===== src/rtl/sbox_share_driver.sv =====
// Host-side driver for a 2-share masked AES S-box: masks input bytes, supplies fresh
// randomness every cycle, tracks S-box latency and recombines the output shares.
module sbox_share_driver #(
    parameter int unsigned SBOX_LAT = 2,
    parameter logic [63:0] ZERO_SUB = 64'h9E3779B97F4A7C15
) (
    input  logic        clk,
    input  logic        rst_n,
    input  logic        seed_valid,
    input  logic [63:0] seed,
    input  logic        in_valid,
    output logic        in_ready,
    input  logic [7:0]  in_byte,
    output logic        out_valid,
    output logic [7:0]  out_byte,
    output logic [15:0] out_count,
    output logic [45:0] PRNG,
    output logic [7:0]  inp0,
    output logic [7:0]  inp1,
    input  logic [7:0]  F0,
    input  logic [7:0]  F1
);

    typedef enum logic {
        UNSEEDED = 1'b0,
        RUN      = 1'b1
    } state_t;

    state_t      state;
    state_t      state_next;
    logic [63:0] s;
    logic [63:0] s_step;
    logic [63:0] s_load;
    logic        accept;
    logic [SBOX_LAT:0] vpipe;

    // Sequential xorshift: each shift applies to the already-updated value.
    function automatic logic [63:0] xorshift(input logic [63:0] v);
        logic [63:0] t;
        t = v ^ (v << 13);
        t = t ^ (t >> 7);
        t = t ^ (t << 17);
        return t;
    endfunction

    always_comb begin
        state_next = state;
        if (seed_valid) begin
            state_next = RUN;
        end
    end

    always_comb begin
        s_step = xorshift(s);
        s_load = (seed == '0) ? ZERO_SUB : seed;
    end

    assign in_ready = (state == RUN) && !seed_valid;
    assign accept   = in_valid && in_ready;

    always_ff @(posedge clk) begin
        if (!rst_n) begin
            state     <= UNSEEDED;
            s         <= '0;
            vpipe     <= '0;
            PRNG      <= '0;
            inp0      <= '0;
            inp1      <= '0;
            out_valid <= 1'b0;
            out_byte  <= '0;
            out_count <= '0;
        end else begin
            state <= state_next;
            if (seed_valid) begin
                s <= s_load;
            end else if (state == RUN) begin
                s <= s_step;
            end

            // Idle RUN cycles still refresh the shares with a masked 0x00.
            if (state == RUN) begin
                PRNG <= s[45:0];
                inp1 <= s[53:46];
                inp0 <= s[53:46] ^ (accept ? in_byte : 8'h00);
            end

            vpipe     <= {vpipe[SBOX_LAT-1:0], accept};
            out_valid <= vpipe[SBOX_LAT];
            if (vpipe[SBOX_LAT]) begin
                out_byte  <= F0 ^ F1;
                out_count <= out_count + 16'd1;
            end
        end
    end

endmodule


===== config.mk =====
export PLATFORM = sky130hd
export DESIGN_NAME = sbox_share_driver
export DESIGN_NICKNAME = d
export VERILOG_FILES = /design/src/rtl/sbox_share_driver.sv
export SDC_FILE = /design/constraint.sdc
export NUM_CORES = 1
export LEC_CHECK = 0
export ABC_CLOCK_PERIOD_IN_PS = 2640
export CORE_MARGIN = 1
export CORE_UTILIZATION = 30
export CTS_BUF_LIST = sky130_fd_sc_hd__clkbuf_8 sky130_fd_sc_hd__clkbuf_16
export DETAILED_ROUTE_END_ITERATION = 8
export PLACE_DENSITY_LB_ADDON = 0.1
export SLEW_MARGIN = 20
export SYNTH_ARGS = -nofsm -noshare
export SYNTH_HDL_FRONTEND = slang
export SYNTH_SLANG_ARGS = --single-unit

===== constraint.sdc =====
create_clock -name clk -period 2.64 [get_ports clk]
set_clock_uncertainty 0.2 [all_clocks]
set_input_delay 0.264 -clock clk [delete_from_list [all_inputs] [get_ports clk]]
set_output_delay 0.264 -clock clk [all_outputs]
set_load 0.03 [all_outputs]

=== Word-level counts from Yosys, hierarchy flattened ===
Index checks and enable logic that the tools add are counted.

* Flip-flop bits (word level): 155
* Latch bits: 0
* Memory bits (writable): 0
* Memory bits (read-only): 0
* Bits of input ports: 92
* Output and inout bits: 88
* Logic and storage cells: 24
* Memories: 0

* Add/sub/neg operators: 1
* $mul: 0
* Divide/modulo/power cells: 0
* Order comparisons: 0
* Equal/unequal tests: 0
* Shifts and indexed selects: 0
* Multiplexer cells: 4
* Bitwise logic cells: 5
* Reduce and logical (&&, ||, !) cells: 5

{| class="wikitable"
|+ Operators with widths
! cell !! count
|-
| 64-bit two-way mux || 3
|-
| 64-bit bitwise XOR || 2
|-
| 64-bit zero test || 1
|-
| 64-bit by 57-bit bitwise XOR with 64-bit output || 1
|-
| 16-bit by 1-bit adder with 16-bit output, second input constant || 1
|-
| 8-bit bitwise XOR || 2
|-
| 8-bit two-way mux || 1
|-
| 1-bit logical AND || 2
|-
| 2-bit nonzero test || 1
|-
| 1-bit zero test || 1
|}

=== Logic depth before layout (Yosys ltp) ===
* Depth after elaboration: 5
* Mapped depth: 7
* Mapped depth without buffers: 5

=== Worst setup path before layout ===
OpenSTA, ideal clock, no wires.

* Kind: reg2reg
* Start: register out_count[2]
* End: register out_count[13]
* Arrival time: 1.583 ns
* Setup slack: 0.786 ns
* Cell stages (with the launch flop): 6
* Buffers on the path: 1
* Cell sequence: dfxtp_1 > and4_1 > clkbuf_1 > nand4_1 > or3_1 > a21oi_1

* Cells in the longest elaborated chain, start to end: 1

{| class="wikitable"
|+ Ends and longest elaborated chain
! item !! RTL line !! text
|-
| start, declared || 16 || <nowiki>output logic [15:0] out_count,</nowiki>
|-
| start signal, assigned || 91 || <nowiki>out_count <= out_count + 16'd1;</nowiki>
|-
| 16-bit by 1-bit adder with 16-bit output || 91 ||
|}

Every way passes these cells.
A chain may end at the register's enable or synchronous reset.

=== Final worst setup path ===
* Start: input port seed[44]
* End: register s[53]

* Cells in the longest elaborated chain, start to end: 3

{| class="wikitable"
|+ Ends and longest elaborated chain
! item !! RTL line !! text
|-
| start, declared || 10 || <nowiki>input logic [63:0] seed,</nowiki>
|-
| 64-bit zero test || 55 || <nowiki>s_load = (seed == '0) ? ZERO_SUB : seed;</nowiki>
|-
| 64-bit two-way mux || 55 ||
|-
| 64-bit two-way mux || 74 || <nowiki>if (seed_valid) begin</nowiki>
|-
| end signal, assigned || 75 || <nowiki>s <= s_load;</nowiki>
|-
| end signal, assigned || 77 || <nowiki>s <= s_step;</nowiki>
|-
| end, declared || 31 || <nowiki>logic [63:0] s;</nowiki>
|}

Every way passes these cells.

==> out/results.txt <==
The run finished with clean final reports. The tools report the final-report max-slew violation count as 0. Headroom to the max-slew limit came out at 51.4%.

The tools report the effective utilization at floorplan as 30.9%. The congestion estimate from routability-driven global placement came to 0.857. At the worst endpoint, the required time is 2.80 ns.

The tools report the endpoint type of the worst setup path as a flop. Cell internal power was estimated by the tool at 5.41 mW. For this run, asynchronously set or reset flops after synthesis account for 0%.

For this run, design rule violations remaining after detail routing come to 0. The routed design has 28200 um of wire. The worst path needs 2.40 ns of the cycle, external delays included. The tools report the type of origin of the critical path as an input pin. The depth of the most critical reg-to-reg path was 5. The wire length of the first global-routing pass was 42800 um; the width of the chip was 170 um. The critical path goes through clkdlybuf4s50_1, nor4_2, buf_4, nand4_1, o41ai_4, buf_6, o221ai_1, a21oi_1.

The area enclosed by the die boundary is 28700 um^2. The largest single stage delay on the critical path is 0.49 ns. The global-route total usage across every layer was 20.2%; the number of top-level pins was 180.

After detailed routing, the average wire length per cell comes to 19.5 um. The cell type with the highest aggregate area in the netlist is sky130_fd_sc_hd__dfxtp_1. The synthesized netlist occupies a cell area of 8420 um^2. The logs give 20700 um for the placed wire-length estimate after detailed placement and 0.44 ns for the insertion delay of the later-clocked pin in the worst-skew pair. At the worst endpoint, the arrival time is 2.56 ns. The synthesized design contains 155 register bits. The switching share of power was 33.0%. Of the total power, the clock network draws 31.3%.

The hold-critical path depth works out to 3. The type of the tightest min-delay check is input pin to flop. Via density per instance: 4.70. The area growth from synthesis to layout is 35.1%.

The setup path with the least slack is of type input pin to flop. Yosys instantiated no cell more often than sky130_fd_sc_hd__dfxtp_1. The share of the synthesized area in the top cell type came out at 36.9%. The die is 170 um tall. VDD sags by at most 277 uV. In the synthesized netlist, the cells that appear most often are sky130_fd_sc_hd__dfxtp_1, sky130_fd_sc_hd__xnor2_1, sky130_fd_sc_hd__nor2_1. In the finished design, the share of the clock period the worst path needs comes to 90.8%. Combinational cells account for 34.0% of the total power. Via count of the first global-routing pass: 6872. The first TritonRoute pass finished after 5 iterations. The number of buffers between clock root and the deepest sink was 2. Setup slack closes at 0.243 ns. The register share of total power is 34.7%. Clock tree synthesis inserted a total of 17 buffers. Yosys warning count: 0.

In this run the worst path has a maximum fanout of 21. For this run, the top clock speed supported by timing is 417 MHz. Setup violations remaining at the end of the flow were counted as 0. The per-instance average area after synthesis is 9.47 um^2. Number of cells produced by synthesis: 889. TritonCTS built the clock tree. Clock slew seen by the registers of the worst setup and hold paths: 0.07 ns.

The count of buffers added on input and output ports is 179. Synthesis instantiated 49 different standard cells from the library. Setup repair after global routing left no endpoint under its margin. The transition time of the tightest slew-check pin came out at 0.729 ns. The number of setup buffers added after CTS is 0. For this design the total switching power over the nets is 2.67 mW. The count of nets left with antenna violations once routing finished came out at 0.

The slowest stage of the critical path is the sky130_fd_sc_hd__o41ai_4 cell. The most used flip-flop cell after synthesis was sky130_fd_sc_hd__dfxtp_1. CTS saw 155 sinks. The net count of the finished layout is 1153. The number of flops mapped to enable cells by yosys is 0. The analysis attributes to cell leakage a power of 4.38 nW. Critical register-to-register path endpoint: s[36]. The power per standard cell area is 711 nW/um^2. The launching point of the worst reg2reg path is s[23]. Net count of the mapped netlist: 982. Detailed routing inserted a total of 6794 vias.

The path with the worst hold slack has its endpoint at s[12]. The initial DRC count was 430. Once placement finished, the instance area stood at 10800 um^2. The run gives 0 as the reported max-cap violation count. The setup check on the worst reg-to-reg path leaves a slack of 0.47 ns. For the total global routing overflow, the log shows 0. The floorplan step defined a core boundary enclosing 27300 um^2.

The tools report the worst min-delay path startpoint as rst_n. The worst setup timing slack at the placement stage was -0.333 ns. The tools report the number of antenna violations at the first check in global routing as 1.

CTS built an H-tree with a depth of 4. Number of diodes: 0. The tools report the buffer cell driving the clock tree root as sky130_fd_sc_hd__clkbuf_16.

Of the cells placed in the final design, the portion with a size suffix greater than 1 is 10.7%. The share of the Yosys chip area taken by registers is 36.9%. After routing the design area is 11400 um^2. The floorplan has 60 rows. The critical path starts at seed[44].

The overall power came out at 8.08 mW. Ranked by total cell area, the synthesized netlist is headed by sky130_fd_sc_hd__dfxtp_1, sky130_fd_sc_hd__xnor2_1, sky130_fd_sc_hd__xnor3_1. The final count of hold timing violations was 0; the maximum number of pins on one net before global-route repair was 73.
==> worst max path at each step <==
| stage | end | slack, ns | depth (start not counted) |
|---|---|---|---|
| after floorplan | out_count[13] | 0.79 | 5 |
| after global placement | s[35] | -0.36 | 8 |
| after detailed placement | s[53] | -0.33 | 8 |
| after CTS | s[53] | 0.10 | 8 |
| after global routing | s[45] | 0.02 | 8 |
| final | s[53] | 0.24 | 8 |
==> power groups by stage <==
stage / Combinational, mW / Sequential (mW) / Clock (mW)
2_1_floorplan: 2.02 / 2.76 / 0
3_3_place_gp: 2.76 / 2.86 / 0
3_5_place_dp: 2.74 / 2.86 / 0
4_1_cts: 2.76 / 2.80 / 2.58
5_1_grt: 2.96 / 2.83 / 2.70
6_report: 2.75 / 2.81 / 2.53
==> routing by layer <==
metal,wire length (um),GRT usage (%)
met1,13500,27.3
met2,12600,31.8
met3,1640,5.34
met4,390,5.21
met5,13,0
==> stage by stage <==
stage                     hold slack, ns  std cells  setup TNS (ns)  util [%]
final                              0.217       1445               0      41.7
after global routing               0.244       1445               0      41.7
after CTS                          0.221       1445               0      41.7
after detailed placement           0.218       1413           -7.65      39.5
after global placement             0.234       1413           -8.83      39.5
after floorplan                    0.189        889               0         -
==> flip-flops by register name, indices dropped and copies added, names as in the netlist <==
register	cells
s	64
PRNG	46
out_count	16
inp0	8
inp1	8
out_byte	8
vpipe	3
out_valid	1
state	1
==> kinds of logic (layout without fill, tap and decap cells) <==
| kind of cell | Yosys count | after routing | share of synthesized area [%] |
|---|---|---|---|
| mux | 47 | 47 | 5.59 |
| compound gates | 135 | 135 | 10.6 |
| buf+inv | 94 | 278 | 5.11 |
| fa+ha+maj | 1 | 1 | 0.149 |
| xor+xnor | 222 | 222 | 29.1 |
| simple gates | 235 | 235 | 12.6 |
| flops | 155 | 155 | 36.9 |
==> cell usage in the layout (no fill, tap or decap), drive strengths merged, types with 2 or more instances in the layout <==
cell type | synthesis | final
xor2 | 58 | 58
clkdlybuf4s50 | 0 | 177
dfxtp | 155 | 155
a311oi | 7 | 7
and3 | 5 | 5
inv | 5 | 11
o21ai | 32 | 32
nor3 | 3 | 3
o221ai | 11 | 11
nand3 | 14 | 14
and4 | 2 | 2
clkinv | 2 | 7
clkbuf | 51 | 17
o2111ai | 2 | 2
a21oi | 47 | 47
nand2 | 45 | 45
bufinv | 0 | 2
xor3 | 7 | 7
mux2i | 47 | 47
buf | 36 | 62
nor2 | 121 | 121
xnor3 | 26 | 26
a221oi | 7 | 7
clkinvlp | 0 | 2
nand4b | 2 | 2
nand4 | 9 | 9
nor4 | 16 | 16
and2 | 13 | 13
o221a | 4 | 4
xnor2 | 131 | 131
a211oi | 20 | 20
o211a | 2 | 2
==> final cells by class <==
class | instances | area (um^2)
Inverter | 7 | 27.5
Fill cell | 2693 | 15900
Tap cell | 372 | 465
Multi-Input combinational cell | 640 | 4910
Clock inverter | 15 | 164
Clock buffer | 17 | 425
Sequential cell | 155 | 3110
Timing Repair Buffer | 239 | 2280
==> worst max-delay path, delay by kind of cell <==
family / cells / cell delay [ns]
AND/OR/NAND/NOR: 2 / 0.57
buffers and inverters: 3 / 0.91
AO/OA/AOI/OAI: 3 / 0.79
==> repair_timing <==
item / 4_1_cts / 5_1_grt
gates resized for setup: 0 / 3
hold buffers: 0 / 0
endpoints found under the hold margin: 0 / 0
endpoints found under the setup margin: 0 / 15
Power figures use the tool's default switching activity.
